### config.mk
export PLATFORM = sky130hd
export DESIGN_NAME = oam_manager
export DESIGN_NICKNAME = d
export VERILOG_FILES = /design/src/rtl/oam_manager.sv
export SDC_FILE = /design/constraint.sdc
export NUM_CORES = 2
export LEC_CHECK = 0
export ABC_AREA = 1
export BUFFER_PORTS_ARGS = -buffer_cell sky130_fd_sc_hd__buf_2
export CAP_MARGIN = 20
export CORE_MARGIN = 4
export CORE_UTILIZATION = 50
export CTS_CLUSTER_DIAMETER = 30
export CTS_CLUSTER_SIZE = 20
export DETAILED_ROUTE_END_ITERATION = 16
export PLACE_DENSITY = 0.66
export SETUP_SLACK_MARGIN = 0.2
export SLEW_MARGIN = 10
export SYNTH_ARGS = -nofsm -noshare
export SYNTH_HDL_FRONTEND = slang
export SYNTH_SLANG_ARGS = --single-unit
### constraint.sdc
create_clock -name clk -period 27.7 [get_ports clk]
set_clock_uncertainty 0.15 [all_clocks]
set_input_delay 2.77 -clock clk [delete_from_list [all_inputs] [get_ports clk]]
set_output_delay 2.77 -clock clk [all_outputs]
set_load 0.01 [all_outputs]
### src/rtl/oam_manager.sv
// Double-buffered sprite attribute memory: game logic fills the back bank, a commit swaps
// banks at frame_start, then the new front bank is copied into the back. Optional macro OAM_POS_CLAMP_EN.
module oam_manager #(
  parameter int unsigned OAM_WIDTH = 32,
  parameter int unsigned OAM_DEPTH = 8
) (
  input  logic                         clk,
  input  logic                         reset,
  input  logic                         wr_valid,
  output logic                         wr_ready,
  input  logic [$clog2(OAM_DEPTH)-1:0] wr_index,
  input  logic [OAM_WIDTH-1:0]         wr_data,
  input  logic                         commit_req,
  input  logic                         frame_start,
  input  logic [$clog2(OAM_DEPTH)-1:0] rd_addr,
  output logic [OAM_WIDTH-1:0]         rd_data,
  output logic                         swap_pending
);
  localparam int unsigned IDX_W = $clog2(OAM_DEPTH);

  typedef enum logic [1:0] {ACCEPT, PENDING, COPY} state_t;

  state_t               state, state_next;
  logic [OAM_WIDTH-1:0] mem [2][OAM_DEPTH];
  logic                 bank_ptr;
  logic                 ready_en;
  logic                 do_swap;
  logic                 wr_fire;
  logic                 front_sel;
  logic [IDX_W-1:0]     copy_cnt;
  logic [IDX_W-1:0]     wr_idx;
  logic [IDX_W-1:0]     rd_idx;
  logic [OAM_WIDTH-1:0] wr_store;

  // Keeps a 32x32 sprite inside 640x480 when clamping is compiled in.
  function automatic logic [OAM_WIDTH-1:0] store_value(input logic [OAM_WIDTH-1:0] d);
    logic [OAM_WIDTH-1:0] v;
    v = d;
`ifdef OAM_POS_CLAMP_EN
    if (d[27:18] > 10'd608) v[27:18] = 10'd608;
    if (d[17:8]  > 10'd448) v[17:8]  = 10'd448;
`endif
    return v;
  endfunction

  assign wr_idx    = IDX_W'(32'(wr_index) % OAM_DEPTH);
  assign rd_idx    = IDX_W'(32'(rd_addr) % OAM_DEPTH);
  assign wr_store  = store_value(wr_data);
  assign wr_fire   = wr_valid & wr_ready;
  assign front_sel = do_swap ? ~bank_ptr : bank_ptr;

  always_comb begin
    state_next   = state;
    wr_ready     = 1'b0;
    swap_pending = 1'b0;
    do_swap      = 1'b0;
    case (state)
      ACCEPT: begin
        wr_ready = ready_en;
        if (ready_en && commit_req) begin
          if (frame_start) begin
            do_swap    = 1'b1;
            state_next = COPY;
          end else begin
            state_next = PENDING;
          end
        end
      end
      PENDING: begin
        swap_pending = 1'b1;
        if (frame_start) begin
          do_swap    = 1'b1;
          state_next = COPY;
        end
      end
      COPY: begin
        if (copy_cnt == IDX_W'(OAM_DEPTH - 1)) state_next = ACCEPT;
      end
      default: state_next = ACCEPT;
    endcase
  end

  always_ff @(posedge clk or posedge reset) begin
    if (reset) begin
      state    <= ACCEPT;
      ready_en <= 1'b0;
      bank_ptr <= 1'b0;
      copy_cnt <= '0;
      rd_data  <= '0;
      mem      <= '{default: '0};
    end else begin
      state    <= state_next;
      ready_en <= 1'b1;
      if (do_swap) bank_ptr <= ~bank_ptr;
      copy_cnt <= (state == COPY) ? copy_cnt + 1'b1 : '0;
      if (wr_fire) mem[~bank_ptr][wr_idx] <= wr_store;
      if (state == COPY) mem[~bank_ptr][copy_cnt] <= mem[bank_ptr][copy_cnt];
      // On the swap edge read the incoming front bank, forwarding a same-cycle write into it.
      if (do_swap && wr_fire && (wr_idx == rd_idx)) rd_data <= wr_store;
      else                                          rd_data <= mem[front_sel][rd_idx];
    end
  end
endmodule

Yosys cells after proc, flatten, opt, wreduce, memory -nomap -nowiden --
Index checks and enable logic that the tools add are counted.
Cells by class: $add $sub $neg 1, multiply operators 0, divide/modulo/power cells 0, order comparisons 9, eq/ne operators 7, shift-type cells 0, muxes and demuxes 37, bitwise operators 8, reductions and logical operators 8
Operator list (count):
- 2-to-1 mux 256 bit | 8
- bitwise mux 512 bit | 2
- 2-to-1 mux 512 bit | 2
- demux 256 bit (select 1 bit) | 2
- 2-to-1 mux 32 bit | 7
- binary-select mux 32 bit (select 3 bit) | 2
- demux 32 bit (select 3 bit) | 2
- greater-or-equal comparator 4 bit (second input constant) | 3
- NOT 3 -> 4 bit | 3
- less-than comparator 4 x 1 -> 1 bit (second input constant) | 2
- 2-to-1 mux 2 bit | 4
- greater-or-equal comparator 2 bit (second input constant) | 3
- logical AND 1 bit | 6
- inequality test 2 bit (second input constant) | 3
- NOT 1 -> 2 bit | 3
- case mux 2 bit (3 select lines) | 1
- 2-to-1 mux 1 bit | 5
- adder 3 x 1 -> 3 bit (second input constant) | 1
- == test 3 bit | 1
- == test 3 bit (second input constant) | 1
- 2-to-1 mux 3 bit | 1
- AND reduction 3 bit | 1
- == test 2 x 1 -> 1 bit (second input constant) | 1
- == test 2 bit (second input constant) | 1
- other kinds (5) | 5
Word-level totals: flip-flop bits (word level) 551, latch bits 0, bits in writable memories 0, memory bits (read-only) 0, bits of input ports 43, output and inout port bits 34, word-level logic and storage cells 91, memories kept 0

Logic depth before layout (Yosys ltp) --
depth after elaboration 12, gate-level depth with buffers 16, depth with buffers taken out 12

Least setup slack after synthesis --
OpenSTA, ideal clock, no wires.
path kind input port to flip-flop, from in commit_req, to reg rd_data[29], library setup time 117 ps, arrival 4070 ps, required time 27433 ps, slack 23363 ps, cell stages on the path 14, cell sequence nand2_1 -> nand2_1 -> nand2_1 -> nand2_2 -> nand2_2 -> buf_2 -> buf_2 -> nand2_1 -> nand3_1 -> nand3_1 -> nand3_1 -> nand2_1 -> nand2_1 -> nand2_1
On the way: word-level cells in the longest chain between the ends 12, elaborated cells between the ends (all ways) 14, those cells by class 10 x mux; 1 x bitwise; 3 x reduce/logical
Ends and longest elaborated chain:
- start: declaration | RTL line 13 | input logic commit_req,
- logical AND 1 bit (*) | RTL line 60 | if (ready_en && commit_req) begin
- 2-to-1 mux 1 bit (*) | RTL line 60
- case mux 1 bit (2 select lines) (*) | RTL line 57 | case (state)
- 2-to-1 mux 1 bit | RTL line 50 | assign front_sel = do_swap ? ~bank_ptr : bank_ptr;
- NOT 1 -> 2 bit (not written as such) | RTL line 100 | else rd_data <= mem[front_sel][rd_idx];
- 2-to-1 mux 256 bit (not written as such) (3 in a row) | RTL line 100
- binary-select mux 32 bit (select 3 bit) | RTL line 100
- 2-to-1 mux 32 bit (not written as such) (2 in a row) | RTL line 100
- 2-to-1 mux 32 bit (*) | RTL line 99 | if (do_swap && wr_fire && (wr_idx == rd_idx)) rd_data <= wr_store;
- end signal: assignment | RTL line 99
- end signal: assignment | RTL line 100
- end: declaration | RTL line 16 | output logic [OAM_WIDTH-1:0] rd_data,
Every way passes the cells marked *; elsewhere a longest branch is shown, timed or not. The select of a mux whose other input is x is not followed. A chain may end at the register's enable or synchronous reset.

Worst setup path after layout --
from in frame_start, to reg rd_data[3]
On the way: word-level cells in the longest chain between the ends 12, elaborated cells between the ends (all ways) 14, those cells by class 11 x mux; 1 x bitwise; 2 x reduce/logical
Ends and longest elaborated chain:
- start: declaration | RTL line 14 | input logic frame_start,
- 2-to-1 mux 1 bit (*) | RTL line 61, 71
- 2-to-1 mux 1 bit | RTL line 60
- case mux 1 bit (2 select lines) (*) | RTL line 57
- 2-to-1 mux 1 bit | RTL line 50
- NOT 1 -> 2 bit (not written as such) | RTL line 100
- 2-to-1 mux 256 bit (not written as such) (3 in a row) | RTL line 100
- binary-select mux 32 bit (select 3 bit) | RTL line 100
- 2-to-1 mux 32 bit (not written as such) (2 in a row) | RTL line 100
- 2-to-1 mux 32 bit (*) | RTL line 99
Marked as above.

==> reports/summary.txt <==
Area Overhead vs Synth: 15.06%
HPWL after detailed placement: 80880 µm
Most used DFF post-synth: dfrtp_1
Leak: 20.36 nW
Global Route Usage Sum: 40.19%
DP Area: 36580 µm²
unrepaired setup endpoints after global routing: no
post-CTS setup buffer count: 0
Reg area: 13800 µm²
Vias per Instance: 6.243
min Tclk post-route: 6505 ps
Syn Nets: 5462
kind of critical path: input port to register
fill count: 6833
initial antenna violation count: 9
mapped cell area: 36320 µm²
slowest stage delay, CP: 910 ps
Seq cells post-synth: 551
Sw Pwr: 2.410 mW
relative slew slack: 14.17%
max cap viols: 0
CTS buffer count: 153
clock power share: 31.8%
fin area: 41800 µm²
CP dominant cell by count: nand2_1
post-cts sizing count: 0
Multi-input gate area: 17650 µm²
GP Congestion: 0.8746
DR pass1 iterations: 7
worst-case vdd ir drop: 99.81 µV
pwr/cell area: 132.5 nW/µm²
Syn Inst Count: 5417
CP arrival: 6960 ps
Pint: 3.127 mW
Skew-Pair Late Insertion Delay: 720 ps
TritonCTS clock tree: done
Worst setup SP type: input port
Netlist cell types: 45
Post-DRT Antenna Nets: 0
Comb power frac: 43.5%
final hold viol count: 0
die width: 277.5 µm
CP Max Fanout: 79
crit path cell chain: buf_2, inv_1, nor2_2, nand3_4, nand2_4, buf_4, buf_4, nand2_1, nand3_1, nand3_1, nand3_1, nand2_1, nand2_1, nand2_1
Clock Pin Slew Worst Setup and Hold Paths: 40 ps
Die Height: 277.5 µm
asr flop ratio synth: 100.0%
first-pass GRT wire length: 235400 µm
Least-Margin Pin Slew: 1287 ps
largest net degree at the start of global routing: 200
Hold Path Class: register to register
slowest stage cell on the critical path: buf_4
crit end category: register
initial core utilization: 50.64%
Rows: 98
Post-CTS Hold Fix Bufs: 0
top cells by area, synth: dfrtp_1 (38%), o21ai_0 (12%), nand2_1 (12%)
Max Clk Rate: 0.1537 GHz
post-synthesis average cell area: 6.706 µm²
Nets: 5322
full die area: 77030 µm²
Sequential Power Share: 24.7%
residual DRC count: 0
Final TNS setup: 0 ps
per-cell routed wire length: 25.15 µm
sequential share of the synthesized area: 37.96%
clock tree root driver cell: clkbuf_16
Max Slew Vio Count: 0
Worst Path Buf+Inv: 4
count leader, synth: nand2_1
vias in the first global route: 36760
core area: 71730 µm²
vias post-DR: 39590
IO Port Bufs: 76
share of Yosys cell area claimed by the top area cell type: 37.96%
yosys warns: 0
CTS H-tree lvls: 4
Switching Share: 43.53%
Final period util: 23.48%
largest area contributor in the synthesized netlist: dfrtp_1
Sink Count: 551
final setup fails: 0
critical path data required time: 28150 ps
Top Ports: 77
Post-synth EDFFs: 0
Longest Clk Path Bufs: 3
Synth top cells by count: nand2_1 (1145), o21ai_0 (876), inv_1 (745)
outcome: completed
grt ovf: 0
1st-iter DRT viols: 6040
share of layout cells above drive strength 1: 9.877%
final wirelength: 159500 µm
Crit path max-delay family: simple AND/OR/NAND/NOR gates
-- power by group through the flow --
stage,Clock (mW),Combinational [mW],Sequential (mW)
after CTS,1.76,2.33,1.36
after detailed placement,0,2.32,1.36
after floorplan,0,1.81,1.31
after global routing,1.82,2.66,1.40
final,1.76,2.41,1.36
after global placement,0,2.29,1.36
-- stage by stage --
stage / instances / hold slack (ps) / util [%] / power [mW] / setup WS [ps]
after floorplan: 5417 / 366.5 / - / 3.123 / 9374
final: 6342 / 401.5 / 58.27 / 5.537 / 21200
after detailed placement: 6070 / 389.1 / 51.00 / 3.680 / 20780
after global routing: 6337 / 422.1 / 58.25 / 5.876 / 21180
after CTS: 6334 / 401.8 / 58.19 / 5.452 / 21450
after global placement: 6070 / 384.5 / 51.00 / 3.644 / 20870
-- registers in the layout, summed over array words and instances, names as in the netlist --
register	cells
ready_en	1
rd_data	32
mem	512
bank_ptr	1
copy_cnt	3
state	2
-- cell type report --
type                       count  area share, %
antenna                        6        0.03592
timing repair buffer         157          2.503
multi-input combinational   3633          42.23
tap                          950          2.844
clock buffer                 215          10.74
sequential                   551          33.01
clock inverter                49          1.596
inverter                     781          7.050
-- cells in the final DEF (no fill, tap or decap), types with 5 or more instances in the layout --
master,netlist,final
clkinvlp_4,0,6
nand3_1,621,620
a21oi_1,454,454
nor2_1,113,101
nand2_4,0,5
dfrtp_1,551,549
diode_2,0,6
buf_4,17,79
nand2_2,18,17
nand3_2,18,18
clkbuf_16,0,158
o22ai_1,41,41
nor2_4,3,19
inv_1,745,738
o211ai_1,84,84
buf_2,96,74
bufinv_16,0,14
o21ai_1,116,116
inv_2,26,27
a21oi_2,21,21
clkinv_2,0,22
inv_6,0,5
clkinv_1,10,11
nand2_1,1145,1140
a22oi_1,12,12
clkbuf_1,261,25
a211oi_1,61,61
nor3_1,11,11
clkbuf_8,0,32
o21ai_0,876,876
-- worst reg2reg max path, cell delays in order (launching register included) --
cell     delay [ps]
dfrtp_4         690
buf_4           460
inv_4           360
nand2_4         420
nand2_4         590
buf_4           760
buf_4           990
nand2_1         180
nand3_1         130
nand3_1         100
nand3_1         150
nand2_1          80
nand2_1          70
nand2_1          60
-- final timing paths --
| path | slack (ps) | from | depth (start not counted) | end |
|---|---|---|---|---|
| setup / recovery | 21200 | frame_start | 14 | rd_data[3] |
| hold / removal | 400 | mem[190] | 2 | mem[190] |
| setup reg to reg | 22400 | bank_ptr | 13 | rd_data[3] |
| hold reg to reg | 400 | mem[190] | 2 | mem[190] |
| max in group asynchronous | 22210 | reset | 5 | mem[32] |
| min in group asynchronous | 2000 | reset | 2 | mem[8] |
-- layer usage --
| layer | part of all wire, % | track usage (%) | wire length (µm) |
|---|---|---|---|
| met2 | 41 | 58.48 | 65200 |
| met4 | 6.9 | 23.33 | 11050 |
| met3 | 15 | 13.26 | 23910 |
| met5 | 0.042 | 0 | 67 |
| met1 | 37 | 52.38 | 59300 |
-- kinds of logic after synthesis --
logic type / Yosys count / synth area share [%]
AOI/OAI and AO/OA: 1671 / 24.51
xor gates and xnor gates: 2 / 0.04823
adders and majority gates: 2 / 0.06888
buffers and inverters: 1233 / 13.94
DFF: 551 / 37.96
muxes: 5 / 0.1481
other: 1 / 0.01032
and+or+nand+nor: 1952 / 23.32
(Power assumes the default switching activity.)
